`src/rtl/can_pkg.sv`:
```
// Shared types and constants for the CAN frame receive path.
package can_pkg;

    localparam int unsigned ID_W   = 11;
    localparam int unsigned RSV_W  = 2;
    localparam int unsigned DLC_W  = 4;
    localparam int unsigned CTRL_W = RSV_W + DLC_W;
    localparam int unsigned DATA_W = 64;
    localparam int unsigned CRC_W  = 15;
    localparam int unsigned TAIL_W = 3;
    localparam int unsigned EOF_W  = 7;
    localparam int unsigned CNT_W  = 7;
    localparam int unsigned ERR_W  = 3;

    localparam logic [TAIL_W-1:0] TAIL_PAT = 3'b101;
    localparam logic [EOF_W-1:0]  EOF_PAT  = 7'h7F;
    localparam logic [CRC_W-1:0]  CRC_POLY = 15'h4599;

    typedef enum logic [3:0] {
        ST_BUS_WAIT,
        ST_IDLE,
        ST_ID,
        ST_CTRL,
        ST_DATA,
        ST_CRC,
        ST_TAIL,
        ST_EOF,
        ST_DONE
    } can_state_e;

    typedef enum logic [ERR_W-1:0] {
        ERR_NONE = 3'd0,
        ERR_BUS  = 3'd1,
        ERR_TAIL = 3'd2,
        ERR_EOF  = 3'd3,
        ERR_CRC  = 3'd4
    } can_err_e;

    typedef struct packed {
        logic [ID_W-1:0]   id;
        logic [RSV_W-1:0]  rsv;
        logic [DLC_W-1:0]  dlc;
        logic [DATA_W-1:0] data;
        logic [CRC_W-1:0]  crc;
    } can_frame_t;

    // Payload length in bits; DLC values above 8 still carry 8 bytes.
    function automatic logic [CNT_W-1:0] data_bits(input logic [DLC_W-1:0] dlc);
        return (dlc > 4'd8) ? CNT_W'(DATA_W) : {dlc, 3'b000};
    endfunction

endpackage

```
`src/rtl/can_crc15.sv`:
```
// Serial CRC-15 (CAN polynomial), one bit per enabled clock, MSB first.
module can_crc15
    import can_pkg::*;
(
    input  logic             i_clk,
    input  logic             i_rst,
    input  logic             i_clr,
    input  logic             i_en,
    input  logic             i_bit,
    output logic [CRC_W-1:0] o_crc
);

    logic [CRC_W-1:0] r_crc;
    logic             w_fb;
    logic [CRC_W-1:0] w_crc_nxt;

    assign w_fb      = i_bit ^ r_crc[CRC_W-1];
    assign w_crc_nxt = {r_crc[CRC_W-2:0], 1'b0} ^ (w_fb ? CRC_POLY : '0);

    always_ff @(posedge i_clk) begin
        if (i_rst || i_clr) begin
            r_crc <= '0;
        end else if (i_en) begin
            r_crc <= w_crc_nxt;
        end
    end

    assign o_crc = r_crc;

endmodule

```
`src/rtl/can_frame_rx.sv`:
```
// Bit-serial receiver for the unstuffed standard CAN frame; presents each
// good frame with a one-cycle valid strobe and aborted frames with an error strobe.
module can_frame_rx
    import can_pkg::*;
#(
    parameter int unsigned IDLE_BITS = 7,
    parameter bit          CHECK_CRC = 1'b0
) (
    input  logic              can_clk,
    input  logic              reset,
    input  logic              can_hi_in,
    input  logic              can_lo_in,
    output logic [ID_W-1:0]   rx_id,
    output logic [RSV_W-1:0]  rx_rsv,
    output logic [DLC_W-1:0]  rx_dlc,
    output logic [DATA_W-1:0] rx_data,
    output logic [CRC_W-1:0]  rx_crc,
    output logic              rx_valid,
    output logic              rx_err,
    output logic [ERR_W-1:0]  rx_err_code,
    output logic              busy
);

    localparam int unsigned RC_W = (IDLE_BITS < 2) ? 1 : $clog2(IDLE_BITS + 1);

    can_state_e        r_state;
    can_state_e        w_state_nxt;
    logic [RC_W-1:0]   r_rec_cnt;
    logic [CNT_W-1:0]  r_cnt;
    logic [CNT_W-1:0]  r_dbits;
    logic [ID_W-1:0]   r_id_sh;
    logic [CTRL_W-1:0] r_ctrl;
    logic [DATA_W-1:0] r_data_sh;
    logic [CRC_W-1:0]  r_crc_sh;
    can_frame_t        r_frame;
    logic              r_valid;
    logic              r_err;
    logic [ERR_W-1:0]  r_err_code;
    logic              r_busy;

    logic              w_legal;
    logic              w_bit;
    logic              w_rec;
    logic              w_dom;
    logic              w_last;
    logic              w_adv;
    logic              w_idle_reached;
    logic              w_tail_exp;
    logic              w_eof_exp;
    logic [CTRL_W-1:0] w_ctrl_shift;
    logic [CNT_W-1:0]  w_dbits_nxt;
    logic [5:0]        w_data_idx;
    logic [CRC_W-1:0]  w_crc_calc;
    logic              w_crc_ok;
    logic              w_sof;
    logic              w_done;
    logic              w_err;
    can_err_e          w_err_code;
    logic              w_crc_en;

    // Differential decode: lo carries the bit, equal lines are illegal.
    assign w_legal        = can_hi_in ^ can_lo_in;
    assign w_bit          = can_lo_in;
    assign w_rec          = w_legal & w_bit;
    assign w_dom          = w_legal & ~w_bit;
    assign w_idle_reached = (32'(r_rec_cnt) + 32'd1) >= IDLE_BITS;
    assign w_adv          = w_legal && (r_state inside {ST_ID, ST_CTRL, ST_DATA, ST_CRC, ST_TAIL, ST_EOF});
    assign w_tail_exp     = TAIL_PAT[2'(2'd2 - r_cnt[1:0])];
    assign w_eof_exp      = EOF_PAT[r_cnt[2:0]];
    assign w_ctrl_shift   = {r_ctrl[CTRL_W-2:0], w_bit};
    assign w_dbits_nxt    = data_bits(w_ctrl_shift[DLC_W-1:0]);
    assign w_data_idx     = {r_cnt[5:3], ~r_cnt[2:0]};
    assign w_crc_ok       = CHECK_CRC ? (w_crc_calc == r_crc_sh) : 1'b1;

    can_crc15 u_crc (
        .i_clk (can_clk),
        .i_rst (reset),
        .i_clr (w_sof),
        .i_en  (w_crc_en),
        .i_bit (w_bit),
        .o_crc (w_crc_calc)
    );

    // Final bit of the current field.
    always_comb begin
        w_last = 1'b0;
        case (r_state)
            ST_ID:   w_last = (r_cnt == CNT_W'(ID_W - 1));
            ST_CTRL: w_last = (r_cnt == CNT_W'(CTRL_W - 1));
            ST_DATA: w_last = (r_cnt == r_dbits - CNT_W'(1));
            ST_CRC:  w_last = (r_cnt == CNT_W'(CRC_W - 1));
            ST_TAIL: w_last = (r_cnt == CNT_W'(TAIL_W - 1));
            ST_EOF:  w_last = (r_cnt == CNT_W'(EOF_W - 1));
            default: w_last = 1'b0;
        endcase
    end

    always_ff @(posedge can_clk) begin
        if (reset) begin
            r_state <= ST_BUS_WAIT;
        end else begin
            r_state <= w_state_nxt;
        end
    end

    always_comb begin
        w_state_nxt = r_state;
        case (r_state)
            ST_BUS_WAIT: if (w_rec && w_idle_reached) w_state_nxt = ST_IDLE;
            ST_IDLE: begin
                if (!w_legal)    w_state_nxt = ST_BUS_WAIT;
                else if (!w_bit) w_state_nxt = ST_ID;
            end
            ST_ID: begin
                if (!w_legal)    w_state_nxt = ST_BUS_WAIT;
                else if (w_last) w_state_nxt = ST_CTRL;
            end
            ST_CTRL: begin
                if (!w_legal)    w_state_nxt = ST_BUS_WAIT;
                else if (w_last) w_state_nxt = (w_dbits_nxt == '0) ? ST_CRC : ST_DATA;
            end
            ST_DATA: begin
                if (!w_legal)    w_state_nxt = ST_BUS_WAIT;
                else if (w_last) w_state_nxt = ST_CRC;
            end
            ST_CRC: begin
                if (!w_legal)    w_state_nxt = ST_BUS_WAIT;
                else if (w_last) w_state_nxt = ST_TAIL;
            end
            ST_TAIL: begin
                if (!w_legal || (w_bit != w_tail_exp)) w_state_nxt = ST_BUS_WAIT;
                else if (w_last)                       w_state_nxt = ST_EOF;
            end
            ST_EOF: begin
                if (!w_legal || (w_bit != w_eof_exp)) w_state_nxt = ST_BUS_WAIT;
                else if (w_last)                      w_state_nxt = ST_DONE;
            end
            // A CRC failure was flagged on entry; it restarts the idle hunt.
            ST_DONE: w_state_nxt = r_valid ? ST_IDLE : ST_BUS_WAIT;
            default: w_state_nxt = ST_BUS_WAIT;
        endcase
    end

    always_comb begin
        w_sof      = 1'b0;
        w_done     = 1'b0;
        w_err      = 1'b0;
        w_err_code = ERR_NONE;
        w_crc_en   = 1'b0;
        case (r_state)
            ST_IDLE: w_sof = w_dom;
            ST_ID, ST_CTRL, ST_DATA: begin
                w_crc_en = w_legal;
                if (!w_legal) begin
                    w_err      = 1'b1;
                    w_err_code = ERR_BUS;
                end
            end
            ST_CRC: begin
                if (!w_legal) begin
                    w_err      = 1'b1;
                    w_err_code = ERR_BUS;
                end
            end
            ST_TAIL: begin
                if (!w_legal) begin
                    w_err      = 1'b1;
                    w_err_code = ERR_BUS;
                end else if (w_bit != w_tail_exp) begin
                    w_err      = 1'b1;
                    w_err_code = ERR_TAIL;
                end
            end
            ST_EOF: begin
                if (!w_legal) begin
                    w_err      = 1'b1;
                    w_err_code = ERR_BUS;
                end else if (w_bit != w_eof_exp) begin
                    w_err      = 1'b1;
                    w_err_code = ERR_EOF;
                end else if (w_last) begin
                    w_done = 1'b1;
                    if (!w_crc_ok) begin
                        w_err      = 1'b1;
                        w_err_code = ERR_CRC;
                    end
                end
            end
            default: ;
        endcase
    end

    // Field shift registers, counters and registered frame outputs.
    always_ff @(posedge can_clk) begin
        if (reset) begin
            r_rec_cnt  <= '0;
            r_cnt      <= '0;
            r_dbits    <= '0;
            r_id_sh    <= '0;
            r_ctrl     <= '0;
            r_data_sh  <= '0;
            r_crc_sh   <= '0;
            r_frame    <= '0;
            r_valid    <= 1'b0;
            r_err      <= 1'b0;
            r_err_code <= '0;
            r_busy     <= 1'b0;
        end else begin
            if ((r_state != ST_BUS_WAIT) || !w_rec) begin
                r_rec_cnt <= '0;
            end else if (!w_idle_reached) begin
                r_rec_cnt <= r_rec_cnt + RC_W'(1);
            end else begin
                r_rec_cnt <= RC_W'(IDLE_BITS);
            end

            if (w_state_nxt != r_state) begin
                r_cnt <= '0;
            end else if (w_adv) begin
                r_cnt <= r_cnt + CNT_W'(1);
            end

            if (w_sof) begin
                r_id_sh   <= '0;
                r_ctrl    <= '0;
                r_data_sh <= '0;
                r_crc_sh  <= '0;
                r_dbits   <= '0;
            end else if (w_legal) begin
                case (r_state)
                    ST_ID:   r_id_sh <= {r_id_sh[ID_W-2:0], w_bit};
                    ST_CTRL: begin
                        r_ctrl <= w_ctrl_shift;
                        if (w_last) r_dbits <= w_dbits_nxt;
                    end
                    ST_DATA: r_data_sh[w_data_idx] <= w_bit;
                    ST_CRC:  r_crc_sh <= {r_crc_sh[CRC_W-2:0], w_bit};
                    default: ;
                endcase
            end

            r_valid    <= w_done && !w_err;
            r_err      <= w_err;
            r_err_code <= w_err ? w_err_code : ERR_NONE;

            if (w_sof) begin
                r_busy <= 1'b1;
            end else if (w_err || w_done) begin
                r_busy <= 1'b0;
            end

            if (w_done && !w_err) begin
                r_frame.id   <= r_id_sh;
                r_frame.rsv  <= r_ctrl[CTRL_W-1:DLC_W];
                r_frame.dlc  <= r_ctrl[DLC_W-1:0];
                r_frame.data <= r_data_sh;
                r_frame.crc  <= r_crc_sh;
            end
        end
    end

    assign rx_id       = r_frame.id;
    assign rx_rsv      = r_frame.rsv;
    assign rx_dlc      = r_frame.dlc;
    assign rx_data     = r_frame.data;
    assign rx_crc      = r_frame.crc;
    assign rx_valid    = r_valid;
    assign rx_err      = r_err;
    assign rx_err_code = r_err_code;
    assign busy        = r_busy;

endmodule

```
`config.mk`:
```
export PLATFORM = sky130hd
export DESIGN_NAME = can_frame_rx
export DESIGN_NICKNAME = d
export VERILOG_FILES = /design/src/rtl/can_pkg.sv /design/src/rtl/can_crc15.sv /design/src/rtl/can_frame_rx.sv
export SDC_FILE = /design/constraint.sdc
export NUM_CORES = 1
export LEC_CHECK = 0
export ABC_AREA = 1
export BUFFER_PORTS_ARGS = -buffer_cell sky130_fd_sc_hd__buf_4
export CORE_ASPECT_RATIO = 0.75
export CORE_UTILIZATION = 60
export CTS_CLUSTER_DIAMETER = 30
export DETAILED_ROUTE_END_ITERATION = 6
export GPL_TIMING_DRIVEN = 1
export PLACE_DENSITY = 0.82
export RECOVER_POWER = 25
export SLEW_MARGIN = 15
export SYNTH_ARGS = -nofsm -noshare
export SYNTH_HDL_FRONTEND = slang
export SYNTH_HIERARCHICAL = 1
export SYNTH_SLANG_ARGS = --single-unit
```
`constraint.sdc`:
```
create_clock -name can_clk -period 6.15 [get_ports can_clk]
set_clock_uncertainty 0.15 [all_clocks]
set_input_delay 0.3075 -clock can_clk [delete_from_list [all_inputs] [get_ports can_clk]]
set_output_delay 0.3075 -clock can_clk [all_outputs]
set_load 0.03 [all_outputs]
```
==> flow_summary.yaml, run 1 <==
outcome:
  status: "complete, no violations"
placed_design:
  gp_congestion: 0.913
  hpwl_um: 12100
  portBuffers: 104
  placed_area_mm2: 0.00942
  preCtsSetupSlack_ps: 2610
cts:
  cts_tree: "done"
  cts_resized: 0
  htree_num_levels: 1
  cts-buffers-inserted: 31
  clk_pin_slew_ps: 50
  clockBufferDepth: 3
  clock-root-buffer: "clkbuf_16"
  clk_latency_ps: 540
  post_cts.repair.setup_buffers: 0
  numClockSinks: 215
worst_setup_path:
  crit_arrival_ps: 3860
  timing.rr.end: "rx_data[17]"
  reg2reg_from: "r_state[1]"
  crit_type: "input port to flip-flop"
  worstPathMaxFanout: 112
  end_kind: "flip-flop"
  cp-start-kind: "input port"
  crit_path_end: "rx_data[17]"
  r2r_setup_slack_ps: 2700
  setup.worst_path.start: "can_lo_in"
  cp.required_ps: 6410
  reg2regPathDepth: 11
floorplanning:
  initial_core_util_pct: 62.7
  die_width_um: 142
  die-area_mm2: 0.0151
  core_area_mm2: 0.0140
  die_h_um: 107
  rows: 37
  ios: 106
logic_synthesis:
  syn-cell-area_mm2: 0.00876
  synth_area_leaders: "dfxtp_1, a21oi_1, inv_1, nand2_1, a311oi_1"
  ys_types: 40
  synth_top_area_share_pct: 49.1
  synthTopCellsByCount: "dfxtp_1, a21oi_1, inv_1"
  syn_nets: 1102
  synthCells: 1091
  syn_avg_cell_area_um2: 8.03
  ys_warn_count: 6
  synth_most_common_cell: "dfxtp_1"
  synthArstFlopShare_pct: 0
  synth-edff-count: 0
  yosysTopAreaCell: "dfxtp_1"
  ys_ff_latch: 215
  synth_flop_cell: "dfxtp_1"
  ys_seq_area_share_pct: 49.1
grt:
  antenna_found_initial: 0
  grtUsageTotal_pct: 26.6
  grt_max_degree: 113
  grt-ovfl-total: 0
  grt_pass1_wl_um: 33000
  grt_pass1_vias: 6680
finish:
  multi_input_area_mm2: 0.00345
  drive_above_1_share_pct: 9.70
  nets: 1172
  fin_area_mm2: 0.0103
  antenna-diode-count: 0
  area_growth_pct: 17.2
  register_area_mm2: 0.00430
  fill_cells: 1151
timing:
  setup_viol: 0
  slew_headroom_pct: 21.8
  min_period_over_period_pct: 58.4
  worstMarginPinSlew_ps: 1170
  fin_crit_ps: 3590
  fmax_ghz: 0.278
  hold_viol: 0
  rsz0062_at_grt: "no"
  maxSlewViolCount: 0
  finalSetupTns_ps: 0
  finalWorstSetupSlack_ps: 2560
detailed_routing:
  post-route-drc-count: 0
  wl_per_cell_um: 14.6
  vias: 7666
  dr.pass1.iters: 5
  top_layer_used: "met4"
  wl_um: 20100
  wl_met1_um: 9470
  dr_wl_met3_um: 1410
  postRouteAntennaNets: 0
  drt-initial-drc-count: 634
  met2_length_um: 8950
  via_per_inst: 5.55
power:
  ir_worst_vdd_mv: 0.268
  cellLeakagePower_nw: 3.77
  power.density_mw_per_mm2: 324
  finalPower_mw: 3.33
hold_path:
  hp-class: "input port to flip-flop"
  min_from: "can_hi_in"
job:
  drv_cap: 0
[per-layer routing]
metal / global-route usage, % / up-vias
met5: 0 / -
met4: 6.30 / 0
met3: 4.73 / 26
met2: 41.9 / 266
met1: 38.1 / 3547
li1: - / 3827
[critical path, cell delays in order]
cell and delay, ps:
dlygate4sd3_1 540, buf_4 190, ha_1 440, inv_1 210, o21ai_1 160, a211oi_4 370, nand3_4 690, buf_12 520
o21ai_0 240, a21oi_1 70
[cell type report]
class | count | share of cell area, %
Inverter | 152 | 5.56
Timing Repair Buffer | 114 | 5.62
Sequential cell | 215 | 41.9
Multi-Input combinational cell | 647 | 33.6
Tap cell | 195 | 2.38
Clock inverter | 24 | 3.16
Clock buffer | 34 | 7.76
[logic make-up (layout without fill, tap and decap cells)]
logic type                 Yosys count  in the layout  synth area share [%]
muxes                                1              1                 0.114
buffers and inverters              229            324                  11.6
DFF                                215            215                  49.1
xor gates and xnor gates             8              8                 0.800
AOI/OAI and AO/OA                  373            373                  24.4
and+or+nand+nor                    257            257                  12.9
adders and majority gates            7              7                  1.00
other                                1              1                0.0428
[where the power goes]
part | internal [mW] | total [mW] | switching, mW | leakage (nW)
Clock | 1.23 | 1.87 | 0.639 | 0.548
Combinational | 0.0147 | 0.0604 | 0.0457 | 1.49
Sequential | 1.39 | 1.39 | 0.000280 | 1.73
[worst min path at each step]
stage / endpoint / slack [ps] / cells past startpoint
floorplan: r_data_sh[56] / 280 / 2
global placement: rx_crc[14] / 280 / 2
detailed placement: rx_dlc[0] / 290 / 2
CTS: busy / 160 / 4
global route: busy / 250 / 4
finish: busy / 180 / 4
[sequential cells by signal, indices dropped and copies added (netlist names)]
signal,count
busy,1
rx_data,64
rx_rsv,2
rx_dlc,4
r_crc_sh,15
rx_err,1
r_data_sh,64
r_dbits,4
rx_valid,1
r_ctrl,6
rx_crc,15
rx_err_code,2
r_state,4
r_rec_cnt,3
r_cnt,7
rx_id,11
r_id_sh,11
[per-stage QoR]
stage	util (%)	hold WS, ps	cells
after CTS	75.6	162	1381
after floorplan	-	284	1091
after detailed placement	67.4	287	1321
after global routing	73.4	252	1381
after global placement	67.4	285	1321
final	73.4	180	1381
[timing repair]
action                     in CTS  in global routing
setup endpoints to repair       0                  0
hold buffers                    2                  0
hold endpoints to repair       15                  0
[placed cells by master (no fill, tap or decap), types with 2 or more instances in the layout]
master,instances
clkinv_2,11
clkbuf_16,31
nand3_1,28
clkinv_1,3
nand3_2,2
nand2_2,3
nand4_1,3
clkbuf_1,81
nor2_1,52
nor2_4,4
nor2_2,3
buf_4,32
nor4_1,2
bufinv_16,7
a311oi_1,56
dlygate4sd3_1,2
o21ai_1,87
dfxtp_1,215
inv_1,141
a211oi_1,7
inv_2,8
o211ai_1,2
nand2_1,138
nor3_1,16
ha_1,7
clkinvlp_4,4
xor2_1,7
o21ai_0,18
a21oi_1,196
Note: power is estimated with default switching activity, not from simulation.
==> run 2, diff against run 1 <==
- CORE_UTILIZATION: 60 -> 52
- PLACE_DENSITY: 0.82 -> 0.75
- clock period: 6.15 -> 3.1 ns (I/O delays scaled with it)
==> flow_summary.yaml, run 2 (synthesis gave the netlist of run 1 again) <==
detailed_routing:
  dr.pass1.iters: 7
  wl_um: 19800
  top_layer_used: "met4"
  via_per_inst: 5.32
  wl_met1_um: 9950
  postRouteAntennaNets: 0
  wl_per_cell_um: 14.1
  met2_length_um: 8190
  drt-initial-drc-count: 553
  dr_wl_met3_um: 1420
  post-route-drc-count: 21
  vias: 7491
cts:
  clock-root-buffer: "clkbuf_16"
  post_cts.repair.setup_buffers: 0
  cts_tree: "done"
  numClockSinks: 215
  clk_pin_slew_ps: 50
  clk_latency_ps: 550
  clockBufferDepth: 3
  htree_num_levels: 1
  cts-buffers-inserted: 31
finish:
  drive_above_1_share_pct: 10.4
  layout_commonest_cell: "dfxtp_1"
  fin_area_mm2: 0.0103
  area_growth_pct: 17.4
  antenna-diode-count: 0
  fin_util_pct: 63.2
  nets: 1186
  layout_common_cells: "dfxtp_1, a21oi_1, inv_1, nand2_1, o21ai_1"
timing:
  setup_viol: 0
  hold_viol: 0
  maxSlewViolCount: 0
  worstMarginPinSlew_ps: 862
  slew_headroom_pct: 42.6
  min_period_over_period_pct: 91.2
  fmax_ghz: 0.354
  finalSetupTns_ps: 0
  fin_crit_ps: 2830
  rsz0062_at_grt: "no"
outcome:
  status: "complete, but fails checks"
  violations: "DRC"
worst_setup_path:
  worstPathMaxFanout: 192
  r2r_setup_slack_ps: 270
  cpMaxStageDelayCell: "dfxtp_1"
  crit_family: "simple AND/OR/NAND/NOR gates"
  reg2reg_from: "r_state[1]"
  timing.rr.end: "rx_data[59]"
  end_kind: "flip-flop"
  cp.required_ps: 3350
  worstPathCellList: "nor2_1 -> nand2_2 -> o21ai_1 -> nand2_1 -> nor2_1 -> nand2_1 -> nor2_2 -> nand3_4 -> buf_12 -> o21ai_1 -> a21oi_1"
  crit_cells: 11
  crit_path_max_incr_delay_ps: 390
  reg2regPathDepth: 11
  crit_type: "flip-flop to flip-flop"
  cp-start-kind: "flip-flop"
  worst-path-buf-inv: 1
  crit_arrival_ps: 3080
floorplanning:
  rows: 40
  die_width_um: 152
  die_h_um: 114
  core_area_mm2: 0.0163
  ios: 106
  die-area_mm2: 0.0174
  initial_core_util_pct: 53.9
power:
  finalPower_mw: 6.20
  cellLeakagePower_nw: 3.80
  power.density_mw_per_mm2: 603
  ir_worst_vdd_mv: 0.456
job:
  drv_cap: 0
hold_path:
  hold_path_end: "busy"
  min_from: "can_hi_in"
  hp-class: "input port to flip-flop"
  whs_path_depth: 4
placed_design:
  placed_area_mm2: 0.00956
  hpwl_um: 12500
  portBuffers: 104
  gp_congestion: 0.896
grt:
  grtUsageTotal_pct: 23.0
  grt_pass1_wl_um: 33200
  grt_max_degree: 193
  grt-ovfl-total: 0
  grt_pass1_vias: 6607
  antenna_found_initial: 0
[run 2: cell types whose count changed in the layout (fill, tap and decap cells not counted), sizes merged]
cell      previous run  this run
bufinv               7         2
clkinvlp             4         1
clkbuf             113       117
clkinv              14        16
buf                 33        47
[run 2: stage by stage]
| step | setup slack [ps] | hold slack, ps | instances |
|---|---|---|---|
| final | 272 | 41.4 | 1408 |
| after global routing | 111 | 51.9 | 1408 |
| after CTS | 350 | 18.1 | 1408 |
| after detailed placement | 371 | 275 | 1350 |
| after global placement | 485 | 273 | 1350 |
| after floorplan | 972 | 284 | 1091 |
[run 2: area by class of cell]
| cell class | instances | area, um^2 |
|---|---|---|
| fill | 1494 | 5980 |
| sequential | 215 | 4300 |
| multi-input combinational | 647 | 3450 |
| clock buffer | 38 | 832 |
| timing repair buffer | 128 | 694 |
| inverter | 152 | 571 |
| tap | 210 | 263 |
| clock inverter | 18 | 171 |
[run 2: worst max-delay path by stage]
stage / from / end / slack [ps]
after detailed placement: can_lo_in / rx_data[10] / 370
final: r_state[1] / rx_data[59] / 270
after global placement: can_lo_in / rx_data[8] / 480
after floorplan: can_hi_in / rx_crc[10] / 970
after global routing: r_state[1] / rx_data[10] / 110
after CTS: can_lo_in / rx_data[10] / 350
[run 2: what timing repair did]
item | 4_1_cts | 5_1_grt
hold buffers | 2 | 0
gates resized for setup | 0 | 0
endpoints found under the hold margin | 15 | 0
[run 2: routing by layer]
| metal | vias up | GRT usage (%) |
|---|---|---|
| li1 | 3864 | - |
| met1 | 3335 | 35.3 |
| met2 | 274 | 33.5 |
| met3 | 18 | 4.05 |
| met4 | 0 | 4.49 |
| met5 | - | 0 |
[run 2: worst reg2reg max path, cell delays in order, from the launching register on]
cell     delay [ps]
dfxtp_1         390
nor2_1          300
nand2_2         180
o21ai_1         180
nand2_1          90
nor2_1           90
nand2_1          80
nor2_2          260
nand3_4         110
buf_12          240
o21ai_1         560
a21oi_1          60
[run 2: where the power goes]
part	switching (mW)	leakage, nW	total, mW	internal (mW)
Sequential	0.000552	1.73	2.77	2.77
Combinational	0.0921	1.56	0.125	0.0333
Clock	1.23	0.504	3.31	2.08
Total	1.33	3.80	6.20	4.88
==> run 3, diff against run 2 <==
- REMOVE_ABC_BUFFERS: default -> 1
==> flow_summary.yaml, run 3 (synthesis gave the netlist of run 1 again) <==
worst_setup_path:
  worstPathMaxFanout: 54
  crit_type: "flip-flop to flip-flop"
  worstPathCellList: "nand2_1 -> nor2_1 -> inv_2 -> nor3_1 -> nand3_4 -> buf_12 -> o21ai_1 -> a21oi_1"
  cpMaxStageDelayCell: "nor3_1"
  crit_arrival_ps: 3080
  end_kind: "flip-flop"
  cp.required_ps: 3330
  cp-start-kind: "flip-flop"
  crit_path_max_incr_delay_ps: 550
job:
  drv_cap: 0
cts:
  numClockSinks: 215
  clockBufferDepth: 3
  clk_pin_slew_ps: 60
  cts_tree: "done"
  clock-root-buffer: "clkbuf_16"
  cts_resized: 0
  htree_num_levels: 2
  clk_latency_ps: 490
  cts-buffers-inserted: 34
power:
  p_int_mw: 5.36
  switching_share_pct: 20.9
  p_comb_share_pct: 1.9
  power.density_mw_per_mm2: 640
  switching_power_mw: 1.42
  p_seq_share_pct: 40.9
  power_frac_clock_pct: 57.2
  ir_worst_vdd_mv: 0.409
  cellLeakagePower_nw: 3.92
grt:
  grt_max_degree: 78
  grt_pass1_vias: 6872
  grtUsageTotal_pct: 23.5
  grt-ovfl-total: 0
  antenna_found_initial: 0
  grt_pass1_wl_um: 33500
timing:
  maxSlewViolCount: 0
  fmax_ghz: 0.351
  rsz0062_at_grt: "no"
  slew_headroom_pct: 36.5
  fin_crit_ps: 2850
  setup_viol: 0
  finalHoldWorstSlack_ps: 57.8
  hold_viol: 0
  finalWorstSetupSlack_ps: 254
  worstMarginPinSlew_ps: 949
  min_period_over_period_pct: 91.8
placed_design:
  portBuffers: 104
  placed_area_mm2: 0.00966
  gp_congestion: 0.935
  preCtsSetupSlack_ps: 310
  hpwl_um: 12600
finish:
  register_area_mm2: 0.00430
  multi_input_area_mm2: 0.00347
  nets: 1193
  area_growth_pct: 20.7
  fin_util_pct: 65.0
  drive_above_1_share_pct: 11.4
  fin_area_mm2: 0.0106
  fill_cells: 1373
  layout_commonest_cell: "dfxtp_1"
  layout_common_cells: "dfxtp_1, a21oi_1, inv_1, nand2_1, o21ai_1"
  antenna-diode-count: 0
floorplanning:
  core_area_mm2: 0.0163
  initial_core_util_pct: 53.9
  rows: 40
  ios: 106
  die_width_um: 152
  die_h_um: 114
  die-area_mm2: 0.0174
detailed_routing:
  vias: 7594
  post-route-drc-count: 14
  wl_per_cell_um: 14.5
  postRouteAntennaNets: 0
  via_per_inst: 5.36
  wl_um: 20500
  drt-initial-drc-count: 503
  dr.pass1.iters: 7
outcome:
  status: "complete, but fails checks"
  violations: "DRC"
hold_path:
  hp-class: "input port to flip-flop"
-- run 3: cell types whose count changed in the layout (fill, tap and decap cells not counted), moves of 2 or more --
cell | previous run | this run
nor3_2 | 0 | 4
clkinv_2 | 11 | 3
clkbuf_16 | 31 | 37
nor3_1 | 16 | 12
buf_12 | 2 | 6
inv_6 | 0 | 4
clkbuf_8 | 3 | 5
clkinvlp_4 | 1 | 3
-- run 3: per-stage QoR --
stage | std cells | power [mW] | TNS [ps]
after floorplan | 1014 | 2.91 | -174540
after global placement | 1354 | 2.95 | 0
after detailed placement | 1354 | 2.95 | 0
after CTS | 1418 | 6.83 | 0
after global routing | 1418 | 6.98 | 0
final | 1418 | 6.77 | 0
-- run 3: repair_timing --
action	in CTS	in global routing
hold endpoints to repair	15	0
setup endpoints to repair	0	0
setup buffers	0	0
hold buffers	2	0
-- run 3: path summary, 6_finish.rpt --
| check | cells after the start | slack, ps | endpoint | start |
|---|---|---|---|---|
| max | 8 | 250 | rx_data[58] | r_state[1] |
| min reg2reg | 2 | 290 | rx_id[6] | rx_id[6] |
| max reg2reg | 8 | 250 | rx_data[58] | r_state[1] |
| min | 4 | 60 | busy | can_hi_in |
-- run 3: cell type report --
cell class | count | area share [%]
clock inverter | 15 | 1.70
clock buffer | 47 | 9.58
tap | 210 | 2.48
timing repair buffer | 132 | 7.32
multi-input combinational | 647 | 32.8
sequential | 215 | 40.7
inverter | 152 | 5.39
-- run 3: power by group through the flow --
stage,registers [mW],logic (mW),clock network [mW]
after floorplan,2.82,0.0812,0
after global placement,2.83,0.123,0
after detailed placement,2.83,0.125,0
after CTS,2.77,0.129,3.94
after global routing,2.76,0.143,4.07
final,2.77,0.130,3.87
-- run 3: worst max-delay path: cells and delay by family, from the launching register on --
family                 cells  cell delay (ps)
and+or+nand+nor            4             1450
AOI/OAI and AO/OA          2              230
DFF                        1              470
buffers and inverters      2              400
-- run 3: metal layers --
metal	up-vias	routed length [um]	global-route usage (%)
met3	24	1330	5.26
met2	214	8670	36.0
li1	3869	-	-
met1	3487	10200	32.9
met4	0	310	8.23
met5	-	0	0
